**src/rtl/adam_dmi_pkg.sv**
```systemverilog
// Shared constants for the DMI system-bus-access sequencer: DM register map,
// SBCS field positions and the two SBCS configuration words.
package adam_dmi_pkg;

  typedef logic [6:0]  dmaddr_t;
  typedef logic [31:0] dmdata_t;

  localparam dmaddr_t A_SBCS       = 7'h38;
  localparam dmaddr_t A_SBADDRESS0 = 7'h39;
  localparam dmaddr_t A_SBDATA0    = 7'h3C;

  localparam logic [1:0] DMI_OP_READ  = 2'd1;
  localparam logic [1:0] DMI_OP_WRITE = 2'd2;

  // SBCS field positions; sbaccess occupies 19:17 and sberror 14:12
  localparam int SBBUSYERROR  = 22;
  localparam int SBBUSY       = 21;
  localparam int SBREADONADDR = 20;
  localparam int SBACCESS_LO  = 17;
  localparam int SBERROR_HI   = 14;
  localparam int SBERROR_LO   = 12;

  localparam logic [2:0] SBACCESS_32 = 3'd2;

  // 32-bit access with W1C of sbbusyerror and sberror; reads also set sbreadonaddr
  localparam dmdata_t SBCS_CFG_WR = (32'd1 << SBBUSYERROR) |
                                    (32'(SBACCESS_32) << SBACCESS_LO) |
                                    (32'd7 << SBERROR_LO);
  localparam dmdata_t SBCS_CFG_RD = SBCS_CFG_WR | (32'd1 << SBREADONADDR);

  typedef enum logic [2:0] {
    S_IDLE, S_POLL0, S_CFG, S_ADDR, S_DATA, S_POLL1, S_RDDATA, S_RSP
  } seq_state_e;

  typedef enum logic [1:0] {X_IDLE, X_ISSUE, X_WAIT} xfer_state_e;

  function automatic logic sbcs_err(input dmdata_t sbcs);
    return sbcs[SBBUSYERROR] | (|sbcs[SBERROR_HI:SBERROR_LO]);
  endfunction

endpackage

```
**src/rtl/adam_dmi_xfer.sv**
```systemverilog
// Runs a single DMI operation: holds the request stable until accepted, then
// waits for the response and reports done/fail/data for one cycle.
module adam_dmi_xfer
  import adam_dmi_pkg::*;
#(
  parameter int ABITS = 7
) (
  input  logic             clk,
  input  logic             rst,
  input  logic             start_i,
  input  logic [ABITS-1:0] addr_i,
  input  logic [1:0]       op_i,
  input  dmdata_t          data_i,
  output logic             done_o,
  output logic             fail_o,
  output dmdata_t          rdata_o,
  output logic             dmi_req_valid_o,
  input  logic             dmi_req_ready_i,
  output logic [ABITS-1:0] dmi_req_addr_o,
  output logic [1:0]       dmi_req_op_o,
  output logic [31:0]      dmi_req_data_o,
  input  logic             dmi_rsp_valid_i,
  output logic             dmi_rsp_ready_o,
  input  logic [31:0]      dmi_rsp_data_i,
  input  logic [1:0]       dmi_rsp_resp_i
);

  xfer_state_e      state_q, state_d;
  logic [ABITS-1:0] addr_q, addr_d;
  logic [1:0]       op_q, op_d;
  dmdata_t          data_q, data_d;

  always_ff @(posedge clk) begin
    if (rst) begin
      state_q <= X_IDLE;
      addr_q  <= '0;
      op_q    <= '0;
      data_q  <= '0;
    end else begin
      state_q <= state_d;
      addr_q  <= addr_d;
      op_q    <= op_d;
      data_q  <= data_d;
    end
  end

  always_comb begin
    state_d = state_q;
    addr_d  = addr_q;
    op_d    = op_q;
    data_d  = data_q;
    case (state_q)
      X_IDLE: begin
        if (start_i) begin
          addr_d  = addr_i;
          op_d    = op_i;
          data_d  = data_i;
          state_d = X_ISSUE;
        end
      end
      X_ISSUE: if (dmi_req_ready_i) state_d = X_WAIT;
      X_WAIT:  if (dmi_rsp_valid_i) state_d = X_IDLE;
      default: state_d = X_IDLE;
    endcase
  end

  // Handshakes are masked during reset so nothing is accepted on the reset edge
  assign dmi_req_valid_o = (state_q == X_ISSUE) & ~rst;
  assign dmi_rsp_ready_o = (state_q == X_WAIT) & ~rst;
  assign dmi_req_addr_o  = addr_q;
  assign dmi_req_op_o    = op_q;
  assign dmi_req_data_o  = data_q;

  assign done_o  = dmi_rsp_ready_o & dmi_rsp_valid_i;
  assign fail_o  = dmi_rsp_resp_i != 2'd0;
  assign rdata_o = dmi_rsp_data_i;

endmodule

```
**src/rtl/adam_dmi_sba_seq.sv**
```systemverilog
// Turns single 32-bit memory requests into SBA register sequences on the debug
// module: poll sbbusy, program SBCS/SBADDRESS0/SBDATA0, and report sberror.
module adam_dmi_sba_seq
  import adam_dmi_pkg::*;
#(
  parameter int ABITS      = 7,
  parameter int ADDR_WIDTH = 32,
  parameter int DATA_WIDTH = 32,
  parameter int MAX_POLL   = 255
) (
  input  logic                  clk,
  input  logic                  rst,
  input  logic                  req_valid_i,
  output logic                  req_ready_o,
  input  logic                  req_we_i,
  input  logic [ADDR_WIDTH-1:0] req_addr_i,
  input  logic [DATA_WIDTH-1:0] req_wdata_i,
  output logic                  rsp_valid_o,
  input  logic                  rsp_ready_i,
  output logic [DATA_WIDTH-1:0] rsp_rdata_o,
  output logic                  rsp_err_o,
  output logic                  dmi_req_valid_o,
  input  logic                  dmi_req_ready_i,
  output logic [ABITS-1:0]      dmi_req_addr_o,
  output logic [1:0]            dmi_req_op_o,
  output logic [31:0]           dmi_req_data_o,
  input  logic                  dmi_rsp_valid_i,
  output logic                  dmi_rsp_ready_o,
  input  logic [31:0]           dmi_rsp_data_i,
  input  logic [1:0]            dmi_rsp_resp_i
);

  localparam int CW = $clog2(MAX_POLL + 1);

  seq_state_e            state_q, state_d;
  logic                  issued_q, issued_d;
  logic [CW-1:0]         pollCnt_q, pollCnt_d;
  logic                  we_q, we_d;
  logic [ADDR_WIDTH-1:0] addr_q, addr_d;
  logic [DATA_WIDTH-1:0] wdata_q, wdata_d;
  logic [DATA_WIDTH-1:0] rdata_q, rdata_d;
  logic                  err_q, err_d;

  logic    xferStart, xferDone, xferFail;
  dmaddr_t xferAddr;
  logic [1:0] xferOp;
  dmdata_t xferData, xferRdata;

  adam_dmi_xfer #(.ABITS(ABITS)) u_xfer (
    .clk             (clk),
    .rst             (rst),
    .start_i         (xferStart),
    .addr_i          (ABITS'(xferAddr)),
    .op_i            (xferOp),
    .data_i          (xferData),
    .done_o          (xferDone),
    .fail_o          (xferFail),
    .rdata_o         (xferRdata),
    .dmi_req_valid_o (dmi_req_valid_o),
    .dmi_req_ready_i (dmi_req_ready_i),
    .dmi_req_addr_o  (dmi_req_addr_o),
    .dmi_req_op_o    (dmi_req_op_o),
    .dmi_req_data_o  (dmi_req_data_o),
    .dmi_rsp_valid_i (dmi_rsp_valid_i),
    .dmi_rsp_ready_o (dmi_rsp_ready_o),
    .dmi_rsp_data_i  (dmi_rsp_data_i),
    .dmi_rsp_resp_i  (dmi_rsp_resp_i)
  );

  always_ff @(posedge clk) begin
    if (rst) begin
      state_q   <= S_IDLE;
      issued_q  <= 1'b0;
      pollCnt_q <= '0;
      we_q      <= 1'b0;
      addr_q    <= '0;
      wdata_q   <= '0;
      rdata_q   <= '0;
      err_q     <= 1'b0;
    end else begin
      state_q   <= state_d;
      issued_q  <= issued_d;
      pollCnt_q <= pollCnt_d;
      we_q      <= we_d;
      addr_q    <= addr_d;
      wdata_q   <= wdata_d;
      rdata_q   <= rdata_d;
      err_q     <= err_d;
    end
  end

  always_comb begin
    state_d   = state_q;
    issued_d  = issued_q;
    pollCnt_d = pollCnt_q;
    we_d      = we_q;
    addr_d    = addr_q;
    wdata_d   = wdata_q;
    rdata_d   = rdata_q;
    err_d     = err_q;
    xferStart = 1'b0;
    xferAddr  = A_SBCS;
    xferOp    = DMI_OP_READ;
    xferData  = '0;

    case (state_q)
      S_CFG: begin
        xferOp   = DMI_OP_WRITE;
        xferData = we_q ? SBCS_CFG_WR : SBCS_CFG_RD;
      end
      S_ADDR: begin
        xferAddr = A_SBADDRESS0;
        xferOp   = DMI_OP_WRITE;
        xferData = dmdata_t'(addr_q);
      end
      S_DATA: begin
        xferAddr = A_SBDATA0;
        xferOp   = DMI_OP_WRITE;
        xferData = dmdata_t'(wdata_q);
      end
      S_RDDATA: xferAddr = A_SBDATA0;
      default: ;
    endcase

    // Each phase launches exactly one DMI op and waits for it before moving on
    if (state_q != S_IDLE && state_q != S_RSP && !issued_q) begin
      xferStart = 1'b1;
      issued_d  = 1'b1;
    end

    case (state_q)
      S_IDLE: begin
        if (req_valid_i) begin
          we_d      = req_we_i;
          addr_d    = req_addr_i;
          wdata_d   = req_wdata_i;
          rdata_d   = '0;
          err_d     = 1'b0;
          pollCnt_d = '0;
          state_d   = S_POLL0;
        end
      end
      S_RSP: if (rsp_ready_i) state_d = S_IDLE;
      default: begin
        if (xferDone) begin
          issued_d = 1'b0;
          if (xferFail) begin
            err_d   = 1'b1;
            rdata_d = '0;
            state_d = S_RSP;
          end else begin
            case (state_q)
              S_POLL0, S_POLL1: begin
                if (xferRdata[SBBUSY]) begin
                  if (pollCnt_q >= CW'(MAX_POLL - 1)) begin
                    err_d   = 1'b1;
                    rdata_d = '0;
                    state_d = S_RSP;
                  end else if (pollCnt_q != '1) begin
                    pollCnt_d = pollCnt_q + 1'b1;
                  end
                end else begin
                  pollCnt_d = '0;
                  if (state_q == S_POLL0) begin
                    state_d = S_CFG;
                  end else if (sbcs_err(xferRdata)) begin
                    err_d   = 1'b1;
                    rdata_d = '0;
                    state_d = S_RSP;
                  end else begin
                    state_d = we_q ? S_RSP : S_RDDATA;
                  end
                end
              end
              S_CFG:  state_d = S_ADDR;
              S_ADDR: state_d = we_q ? S_DATA : S_POLL1;
              S_DATA: state_d = S_POLL1;
              S_RDDATA: begin
                rdata_d = DATA_WIDTH'(xferRdata);
                state_d = S_RSP;
              end
              default: state_d = S_IDLE;
            endcase
          end
        end
      end
    endcase
  end

  assign req_ready_o = (state_q == S_IDLE);
  assign rsp_valid_o = (state_q == S_RSP);
  assign rsp_rdata_o = rdata_q;
  assign rsp_err_o   = err_q;

endmodule
```
**config.mk**
```make
export PLATFORM = sky130hd
export DESIGN_NAME = adam_dmi_sba_seq
export DESIGN_NICKNAME = d
export VERILOG_FILES = /design/src/rtl/adam_dmi_pkg.sv /design/src/rtl/adam_dmi_xfer.sv /design/src/rtl/adam_dmi_sba_seq.sv
export SDC_FILE = /design/constraint.sdc
export NUM_CORES = 1
export LEC_CHECK = 0
export BUFFER_PORTS_ARGS = -buffer_cell sky130_fd_sc_hd__buf_2
export CAP_MARGIN = 20
export CORE_MARGIN = 2
export CORE_UTILIZATION = 51
export DETAILED_ROUTE_END_ITERATION = 12
export PLACE_DENSITY_LB_ADDON = 0.1
export SETUP_SLACK_MARGIN = 0.2
export SYNTH_ARGS = -nofsm -noshare
export SYNTH_HDL_FRONTEND = slang
export SYNTH_SLANG_ARGS = --single-unit
```
**constraint.sdc**
```tcl
create_clock -name clk -period 2.3 [get_ports clk]
set_input_delay 0.115 -clock clk [delete_from_list [all_inputs] [get_ports clk]]
set_output_delay 0.115 -clock clk [all_outputs]
set_load 0.02 [all_outputs]
```
-- After elaboration in Yosys (flattened, before gate mapping)
Cells that the tools add are included.
- bitwise logic cells: 6
- muxes and demuxes: 50
- add/subtract/negate cells: 1
- magnitude comparators: 1
- reductions and logical operators: 25
- equality and inequality tests: 25
- operators by type and width (operator ; number):
    two-way mux 32 bit ; 7
    case mux 32 bit (2 select lines) ; 2
    case mux 32 bit (3 select lines) ; 1
    two-way mux 8 bit ; 7
    two-way mux 21 bit ; 1
    two-way mux 3 bit ; 7
    AND reduction 7 bit ; 3
    case mux 8 bit (2 select lines) ; 1
    two-way mux 1 bit ; 15
    != test 5 x 4 -> 1 bit, second input constant ; 3
    case mux 3 bit (5 select lines) ; 1
    equality test 3 bit, second input constant ; 4
    case mux 3 bit (2 select lines) ; 2
    nonzero test 3 bit ; 3
    adder 8 x 1 -> 8 bit, second input constant ; 1
    >= comparator 8 bit, second input constant ; 1
    two-way mux 2 bit ; 4
    != test 2 bit, second input constant ; 4
    != test 8 bit, second input constant ; 1
    nonzero test 4 bit ; 2
    equality test 3 x 2 -> 1 bit, second input constant ; 2
    != test 3 bit, second input constant ; 2
    != test 6 x 5 -> 1 bit, second input constant ; 1
    case mux 2 bit (3 select lines) ; 1
    21 further kinds ; 32
- logic and storage cells: 120
- flip-flop bits (word level): 153
- output and inout port bits: 78

-- Depth between registers and ports, before layout
Gate-level depths: netlist (run 1).
- word-level depth: 9
- mapped depth: 9
- mapped depth without buffers: 6

-- Cells and area by module
From an unflattened synthesis (run 1), not the netlist that was laid out.
- cells, all modules: 789
- area, all modules: 6861.6 µm²
- by module, submodules not included (module ; area an instance (µm²) ; cells an instance ; sequential area each (µm²) ; instances):
    adam_dmi_sba_seq ; 4636.9 ; 567 ; 2202.1 ; 1
    adam_dmi_xfer ; 2224.6 ; 222 ; 860.8 ; 1

-- Worst setup path before layout (run 1)
No wires, ideal clock.
- path kind: register to register
- start point: reg pollCnt_q[1]
- end point: reg rdata_q[10] (netlist: rsp_rdata_o[10])
- library setup time: 0.122 ns
- setup slack: 0.549 ns
- buffers on the path: 2
- cell stages (with the launch flop): 8
- arrival: 1.629 ns
- path through: dfxtp_1 > ha_1 > nor2_1 > or4_1 > buf_2 > buf_4 > a32oi_1 > o21ai_1
- word-level cells in the longest chain between the ends: 3
- ends and longest elaborated chain (what ; RTL line ; source):
    start, declared ; adam_dmi_sba_seq.sv:37 ; logic [CW-1:0] pollCnt_q, pollCnt_d;
    start signal, assigned ; adam_dmi_sba_seq.sv:83 ; pollCnt_q <= pollCnt_d;
    >= comparator 8 bit ; adam_dmi_sba_seq.sv:155 ; if (pollCnt_q >= CW'(MAX_POLL - 1)) begin
    != test 5 x 4 -> 1 bit (no source line) ; - ;
    AND reduction 7 bit (no source line) ; - ;
    end signal, assigned ; adam_dmi_sba_seq.sv:87 ; rdata_q <= rdata_d;
    end, declared ; adam_dmi_sba_seq.sv:41 ; logic [DATA_WIDTH-1:0] rdata_q, rdata_d;
No other way between the ends.
A chain may end at the register's enable or synchronous reset.

-- Final worst setup path (run 1)
- start point: reg state_q[1]
- end point: out rsp_valid_o
- word-level cells in the longest chain between the ends: 1
- ends and longest elaborated chain (what ; RTL line ; source):
    start, declared ; adam_dmi_sba_seq.sv:35 ; seq_state_e state_q, state_d;
    start signal, assigned ; adam_dmi_sba_seq.sv:81 ; state_q <= state_d;
    equality test 3 bit ; adam_dmi_sba_seq.sv:191 ; assign rsp_valid_o = (state_q == S_RSP);
    end, declared ; adam_dmi_sba_seq.sv:18 ; output logic rsp_valid_o,
No other way between the ends.

==> metrics.md, run 1 <==
| Metric | Value |
|---|---|
| Status | completed |
| Setup Crit Path Kind | reg -> out |
| Tcrit/Tclk final | 85.85% |
| Tot GR Track Use | 26.67% |
| EDFF count, synth | 0 |
| Ports | 183 |
| Seq cells post-synth | 149 |
| Min cycle time layout | 1.975 ns |
| Worst Tran Pin Value | 0.9160 ns |
| GRT met2 Usage | 45.68% |
| Clock buffer depth | 2 |
| Routed WL | 18480 um |
| Clock Latency Late Sink | 0.43 ns |
| Sw Pwr | 2.897 mW |
| HPWL Detailed | 10900 um |
| Initial antenna violation count | 0 |
| Final Hold Viols | 0 |
| Initial Util | 52.28% |
| Port-buffer cells | 180 |
| Initial DRC count | 342 |
| TritonCTS Buffers | 17 |
| Antenna viol nets, final | 0 |
| Count of different cell masters after synthesis | 62 |
| Per-cell routed wire length | 15.32 um |
| Int Pwr | 5.612 mW |
| Yosys top cell by area | dfxtp_1 |
| Endpoint class of the critical path | output port |
| Global-route wire length before repair | 30400 um |
| Share of Yosys cell area claimed by the top area cell type | 45.03% |
| Die area | 13920 um^2 |
| Core ar. | 12670 um^2 |
| Final core occ | 72.18% |
| Async set-or-reset flop fraction in the synthesized netlist | 0% |
| Vias | 6594 |
| Largest cells by area after synthesis | dfxtp_1 (45%), nand2_1 (7.9%), a21oi_1 (6.0%), a32oi_1 (4.1%), nor2b_1 (3.7%) |
| WP data required | 2.18 ns |
| Highest clock rate | 506.5 MHz |
| N_diodes | 0 |
| CTS clk-pin slew, worst paths | 0.07 ns |
| Sw frac | 34.04% |
| HP Class | in -> reg |
| Max IR drop VDD | 0.0005809 V |
| Syn Std Cell Area | 6624 um^2 |
| Seq/Total Area, Yosys | 45.03% |
| Sequential power share | 36.9% |
| Die X | 118.0 um |
| Busiest grt layer | met2 |
| Slew Viols, Final | 0 |
| Gate power share | 29.3% |
| Layout net count | 1128 |
| Leakage | 3.758 nW |
| Clk pwr share | 33.8% |
| CP Data Arrival Time | 1.86 ns |
| Drt drc | 0 |
| Pin count of the biggest net entering global routing | 90 |
| RSZ-0062 raised after global routing | yes |
| Worst Path Max Fanout | 11 |
| CTS H-Tree Depth | 4 |
| CTS tree | yes |
| Met3 Use GR | 6.153% |
| Global placement routability congestion | 0.8980 |
| Die height | 118.0 um |
| Post-Syn Instances | 777 |
| Yosys warning total | 0 |
| Drt first pass iters | 5 |
| Clk_skew | 0.01103 ns |
| Top_reg_cell synth | dfxtp_1 |
| Relative slew slack | 38.93% |
| Post-DR vias/cell | 5.468 |
| Clock root buffer master | clkbuf_16 |
| Max Cap Viol | 0 |
| Row cnt | 41 |
| Syn-to-layout area delta | 38.08% |
| Setup TNS after final layout | 0 ns |
| Layout cells sized above 1 | 24.47% |
| Pwr Density | 930.3 nW/um^2 |
| Crit path launch type | register |
| Total gr overflow | 0 |
| Vias in the first global route | 6293 |
| Clock sink total | 149 |
| Setup-failing EPs final | 0 |
| Mean Syn Cell Area | 8.525 um^2 |
| GRT met1 Usage | 31.94% |
registers in the layout (all words and copies together), names as in the netlist, named ones only:
name                   flops
state_q                    3
rsp_rdata_o               32
we_q                       1
wdata_q                   32
addr_q                    32
rsp_err_o                  1
u_xfer.state_q             2
u_xfer.dmi_req_addr_o      3
pollCnt_q                  8
u_xfer.dmi_req_data_o     32
u_xfer.dmi_req_op_o        2
metrics by stage:
step	setup WS [ns]	area [um^2]	hold slack (ns)	cells	power [mW]
after CTS	0.2221	9109	0.02463	1205	8.501
final	0.3255	9146	0.05204	1206	8.509
after detailed placement	0.2521	7500	0.3351	1074	5.488
after global routing	0.1781	9146	0.07867	1206	8.976
after global placement	0.2784	7500	0.3291	1074	5.445
after floorplan	0.5493	6628	0.2136	778	4.930
path summary, 6_finish.rpt:
kind	start	to	slack, ns	depth (start not counted)
setup / recovery	state_q[1]$_SDFFE_PP0P_	rsp_valid_o	0.33	3
hold / removal	rst	rsp_rdata_o[12]$_SDFFE_PP0P_	0.05	3
setup reg to reg	state_q[0]$_SDFFE_PP0P_	rsp_rdata_o[15]$_SDFFE_PP0P_	0.33	6
hold reg to reg	wdata_q[22]$_SDFFE_PP0P_	wdata_q[22]$_SDFFE_PP0P_	0.45	2
Yosys cell counts, drive strengths merged (2+ instances only):
| cell type | n |
|---|---|
| nor4 | 5 |
| clkbuf | 19 |
| o31a | 3 |
| o311ai | 2 |
| or4 | 5 |
| dfxtp | 149 |
| inv | 11 |
| and2 | 2 |
| o21ai | 39 |
| nor2 | 36 |
| o21a | 3 |
| a21boi | 2 |
| nand3 | 10 |
| a21oi | 82 |
| a311oi | 2 |
| nand4bb | 2 |
| o2bb2ai | 4 |
| or3 | 4 |
| and3 | 2 |
| a31oi | 3 |
| o22ai | 2 |
| nor4b | 2 |
| nor2b | 39 |
| a32oi | 31 |
| nor3b | 3 |
| nor3 | 3 |
| nand2b | 35 |
| ha | 2 |
| a22o | 27 |
| o211ai | 2 |
| a22oi | 32 |
| nand2 | 141 |
| or2 | 2 |
| o31ai | 4 |
| buf | 54 |
cell type report:
cell class,instances,area (um^2)
clock buffer,21,470.5
multi-input combinational,545,3219
fill,981,3525
sequential,149,2987
clock inverter,11,147.6
inverter,11,41.29
timing repair buffer,297,2066
tap,172,215.2
layer usage:
layer | wire [um] | vias up
met5 | 0 | -
met4 | 427 | 0
met3 | 1130 | 43
met2 | 9024 | 244
met1 | 7896 | 3073
li1 | - | 3234
placed cells by master (no fill, tap or decap), types with 14 or more instances in the layout:
cell and count:
nor2b_1 39, buf_4 14, a21oi_1 80, a32oi_1 31
buf_2 179, nand2_1 140, dfxtp_1 146, dlygate4sd3_1 99
a22o_1 27, clkbuf_16 17, a22oi_1 31, nand2b_1 35
o21ai_1 35, nor2_1 36
worst max-delay path: stages (launching register included):
cell,delay (ns)
dfxtp_1,0.58
nand3_1,0.41
inv_1,0.24
buf_2,0.21
power groups by stage:
stage,registers (mW),logic [mW],clock network (mW)
3_5_place_dp,3.19,2.30,0
4_1_cts,3.13,2.44,2.93
3_3_place_gp,3.17,2.28,0
6_report,3.14,2.49,2.88
5_1_grt,3.18,2.73,3.06
2_1_floorplan,3.15,1.78,0
logic make-up after synthesis:
| group | count (synthesis) | synth area share [%] |
|---|---|---|
| AOI/OAI and AO/OA | 244 | 25.29 |
| xor gates and xnor gates | 1 | 0.1322 |
| adders and majority gates | 2 | 0.3777 |
| buffers and inverters | 84 | 6.800 |
| DFF | 149 | 45.03 |
| muxes | 1 | 0.1511 |
| other | 1 | 0.05661 |
| and+or+nand+nor | 295 | 22.16 |
what timing repair did:
action                     CTS  global route
buffers inserted             0             1
setup endpoints to repair    0           103
resized for setup            0             8
hold endpoints to repair    99             0
hold buffers                99             0
(Power assumes the default switching activity.)
==> run 2: changes to the inputs <==
==> constraint.sdc (replaced) <==
create_clock -name clk -period 2.1 [get_ports clk]
set_input_delay 0.105 -clock clk [delete_from_list [all_inputs] [get_ports clk]]
set_output_delay 0.105 -clock clk [all_outputs]
set_load 0.02 [all_outputs]
==> run 2 against run 1 <==
Compared with the run above: cell area increased by 3.5%; largest cell class unchanged; via count grew 1.9%; worst setup slack lost 0.098 ns; sequential cell count unchanged; clock skew up 0.0012 ns; critical path depth increased by 3; total power grew 16%; final cell count increased by 1.2%; critical path type is now in -> reg; largest power group unchanged; sequential power up 9.6%.
==> metrics.md, run 2 (same netlist as run 1, synthesis figures left out) <==
| Metric | Value |
|---|---|
| Status | completed |
| Final Hold Viols | 0 (unchanged) |
| Layout net count | 1143 (+1.3%) |
| Clock buffer depth | 2 (unchanged) |
| Core ar. | 12670 um^2 (unchanged) |
| Crit path to | state_q[0]$_SDFFE_PP0P_ |
| Port-buffer cells | 180 (unchanged) |
| HPWL Detailed | 11110 um (+2.0%) |
| Tot GR Track Use | 26.92% (+0.25 points) |
| Global-route wire length before repair | 30820 um (+1.4%) |
| Clk_skew | 0.01228 ns (+0.001243 ns) |
| Setup TNS after final layout | 0 ns (unchanged) |
| CTS clk-pin slew, worst paths | 0.06 ns (about the same) |
| WP buf/inv | 2 (unchanged) |
| Relative slew slack | 43.42% (+4.5 points) |
| Drt drc | 0 (unchanged) |
| CP startpoint | dmi_rsp_data_i[12] |
| Most common cell after layout, fill and taps aside | buf_2 |
| Syn-to-layout area delta | 42.95% |
| Worst R2R Path Depth | 7 (+1) |
| Initial antenna violation count | 0 (unchanged) |
| CP max stage delay | 0.64 ns (+0.06 ns) |
| Worst path slowest cell | or4_1 |
| Die area | 13920 um^2 (unchanged) |
| Slew Viols, Final | 0 (unchanged) |
| Highest clock rate | 534.1 MHz |
| Pwr Density | 1045 nW/um^2 (+12%) |
| Worst Tran Pin Value | 0.8488 ns (-0.06727 ns) |
| Final core occ | 74.73% (+2.5 points) |
| Clock root buffer master | clkbuf_16 |
| Max IR drop VDD | 0.0009727 V (+67%) |
| Ports | 183 (unchanged) |
| Setup-failing EPs final | 0 (unchanged) |
| Global placement routability congestion | 0.8817 (-1.8%) |
| Gate family responsible for the most delay along the worst path | compound AO/OA/AOI/OAI gates |
| Total gr overflow | 0 (unchanged) |
| Row cnt | 41 (unchanged) |
| Vias | 6716 (+1.9%) |
| Die X | 118.0 um (unchanged) |
| FF-to-FF setup slack | 0.25 ns (-0.08 ns) |
| Tcrit/Tclk final | 89.16% |
| Reg-to-Reg End | rsp_rdata_o[30]$_SDFFE_PP0P_ |
| Most frequent cells in the layout | buf_2 (179), dfxtp_1 (144), nand2_1 (140) |
| Setup Crit Path Kind | in -> reg |
| Drt first pass iters | 5 (unchanged) |
| CTS tree | yes |
| Leakage | 3.903 nW (+3.9%) |
| Max Cap Viol | 0 (unchanged) |
| Die height | 118.0 um (unchanged) |
| N_diodes | 0 (unchanged) |
| Min cycle time layout | 1.872 ns |
| Crit path launch type | input pin |
| CP Data Arrival Time | 2.18 ns (+0.32 ns) |
| TritonCTS Buffers | 17 (unchanged) |
| CTS H-Tree Depth | 4 (unchanged) |
| Endpoint class of the critical path | register |
| Per-cell routed wire length | 16.38 um (+6.9%) |
| Pin count of the biggest net entering global routing | 96 (+6.7%) |
| Number of cells on the critical path | 6 (+3) |
| Worst reg2reg startpoint | pollCnt_q[0]$_SDFFE_PP0P_ |
| Initial Util | 52.28% (unchanged) |
| Post-DR vias/cell | 5.500 (+0.60%) |
| WP data required | 2.41 ns (+0.23 ns) |
| Antenna viol nets, final | 0 (unchanged) |
| Clock sink total | 149 (unchanged) |
| RSZ-0062 raised after global routing | yes |
| Layout cells sized above 1 | 26.31% (+1.8 points) |
| Initial DRC count | 441 (+29%) |
| Clock Latency Late Sink | 0.42 ns (about the same) |
| Routed WL | 20000 um (+8.2%) |
| Worst Path Max Fanout | 3 (-8) |
| HP Class | in -> reg |
| Worst path cell trace | dlygate4sd3_1 -> buf_2 -> or4_1 -> o22ai_1 -> a311oi_1 -> a32o_1 |
| Vias in the first global route | 6351 (+0.92%) |
[run 2: cell types whose count changed in the layout (fill, tap and decap cells not counted), sizes merged]
cell | previous run | this run
clkbuf | 21 | 26
bufinv | 3 | 4
clkinvlp | 1 | 2
clkinv | 5 | 3
buf | 198 | 208
[run 2: how the worst min path moves through the flow]
stage | startpoint | to | slack, ns | cells after the start
6_report | dmi_rsp_data_i[21] | state_q[0]$_SDFFE_PP0P_ | 0.18 | 3
5_1_grt | dmi_rsp_data_i[21] | state_q[0]$_SDFFE_PP0P_ | 0.20 | 3
4_1_cts | dmi_rsp_data_i[21] | state_q[0]$_SDFFE_PP0P_ | 0.17 | 3
3_5_place_dp | dmi_rsp_data_i[20] | rsp_rdata_o[20]$_SDFFE_PP0P_ | 0.33 | 3
3_3_place_gp | dmi_rsp_data_i[23] | rsp_rdata_o[23]$_SDFFE_PP0P_ | 0.32 | 3
2_1_floorplan | rsp_ready_i | state_q[2]$_SDFFE_PP0P_ | 0.20 | 1
[run 2: worst min-delay path: stages]
cell and delay [ns]:
buf_2 0.14, o311ai_1 0.14, a32o_1 0.18
[run 2: area by class of cell]
type | count | area (um^2)
Timing Repair Buffer | 312 | 2336
Tap cell | 172 | 215.2
Sequential cell | 149 | 2999
Clock buffer | 21 | 470.5
Clock inverter | 11 | 171.4
Multi-Input combinational cell | 545 | 3236
Fill cell | 940 | 3202
Inverter | 11 | 41.29
[run 2: stage by stage]
| step | cells | power (mW) | cell area, um^2 | worst slack, ns | hold slack, ns |
|---|---|---|---|---|---|
| after CTS | 1207 | 9.538 | 9214 | 0.1856 | 0.1668 |
| final | 1221 | 9.891 | 9469 | 0.2277 | 0.1757 |
| after global routing | 1221 | 10.36 | 9469 | 0.1913 | 0.1957 |
| after global placement | 1075 | 6.025 | 7557 | 0.1378 | 0.3193 |
| after detailed placement | 1075 | 6.097 | 7557 | 0.02723 | 0.3271 |
| after floorplan | 778 | 5.399 | 6628 | 0.3493 | 0.2036 |
[run 2: power breakdown]
group,switching (mW),internal [mW],total (mW)
Combinational,1.90,1.29,3.18
Sequential,0.253,3.19,3.44
Clock,1.18,2.09,3.27
Total,3.33,6.57,9.89
[run 2: routing by layer]
layer,global-route usage [%],part of all wire [%],vias to the layer above
met4,8.735,1.9,0
li1,-,-,3261
met2,46.55,50,280
met5,0,0,-
met1,32.77,41,3145
met3,6.686,7.1,30
[run 2: repair_timing]
item | CTS | global route
setup buffers | 1 | 8
pin swaps | 1 | 4
cloned | 0 | 6
setup endpoints to repair | 109 | 63
endpoints found under the hold margin | 99 | 0
hold buffers | 99 | 0
resized for setup | 7 | 13
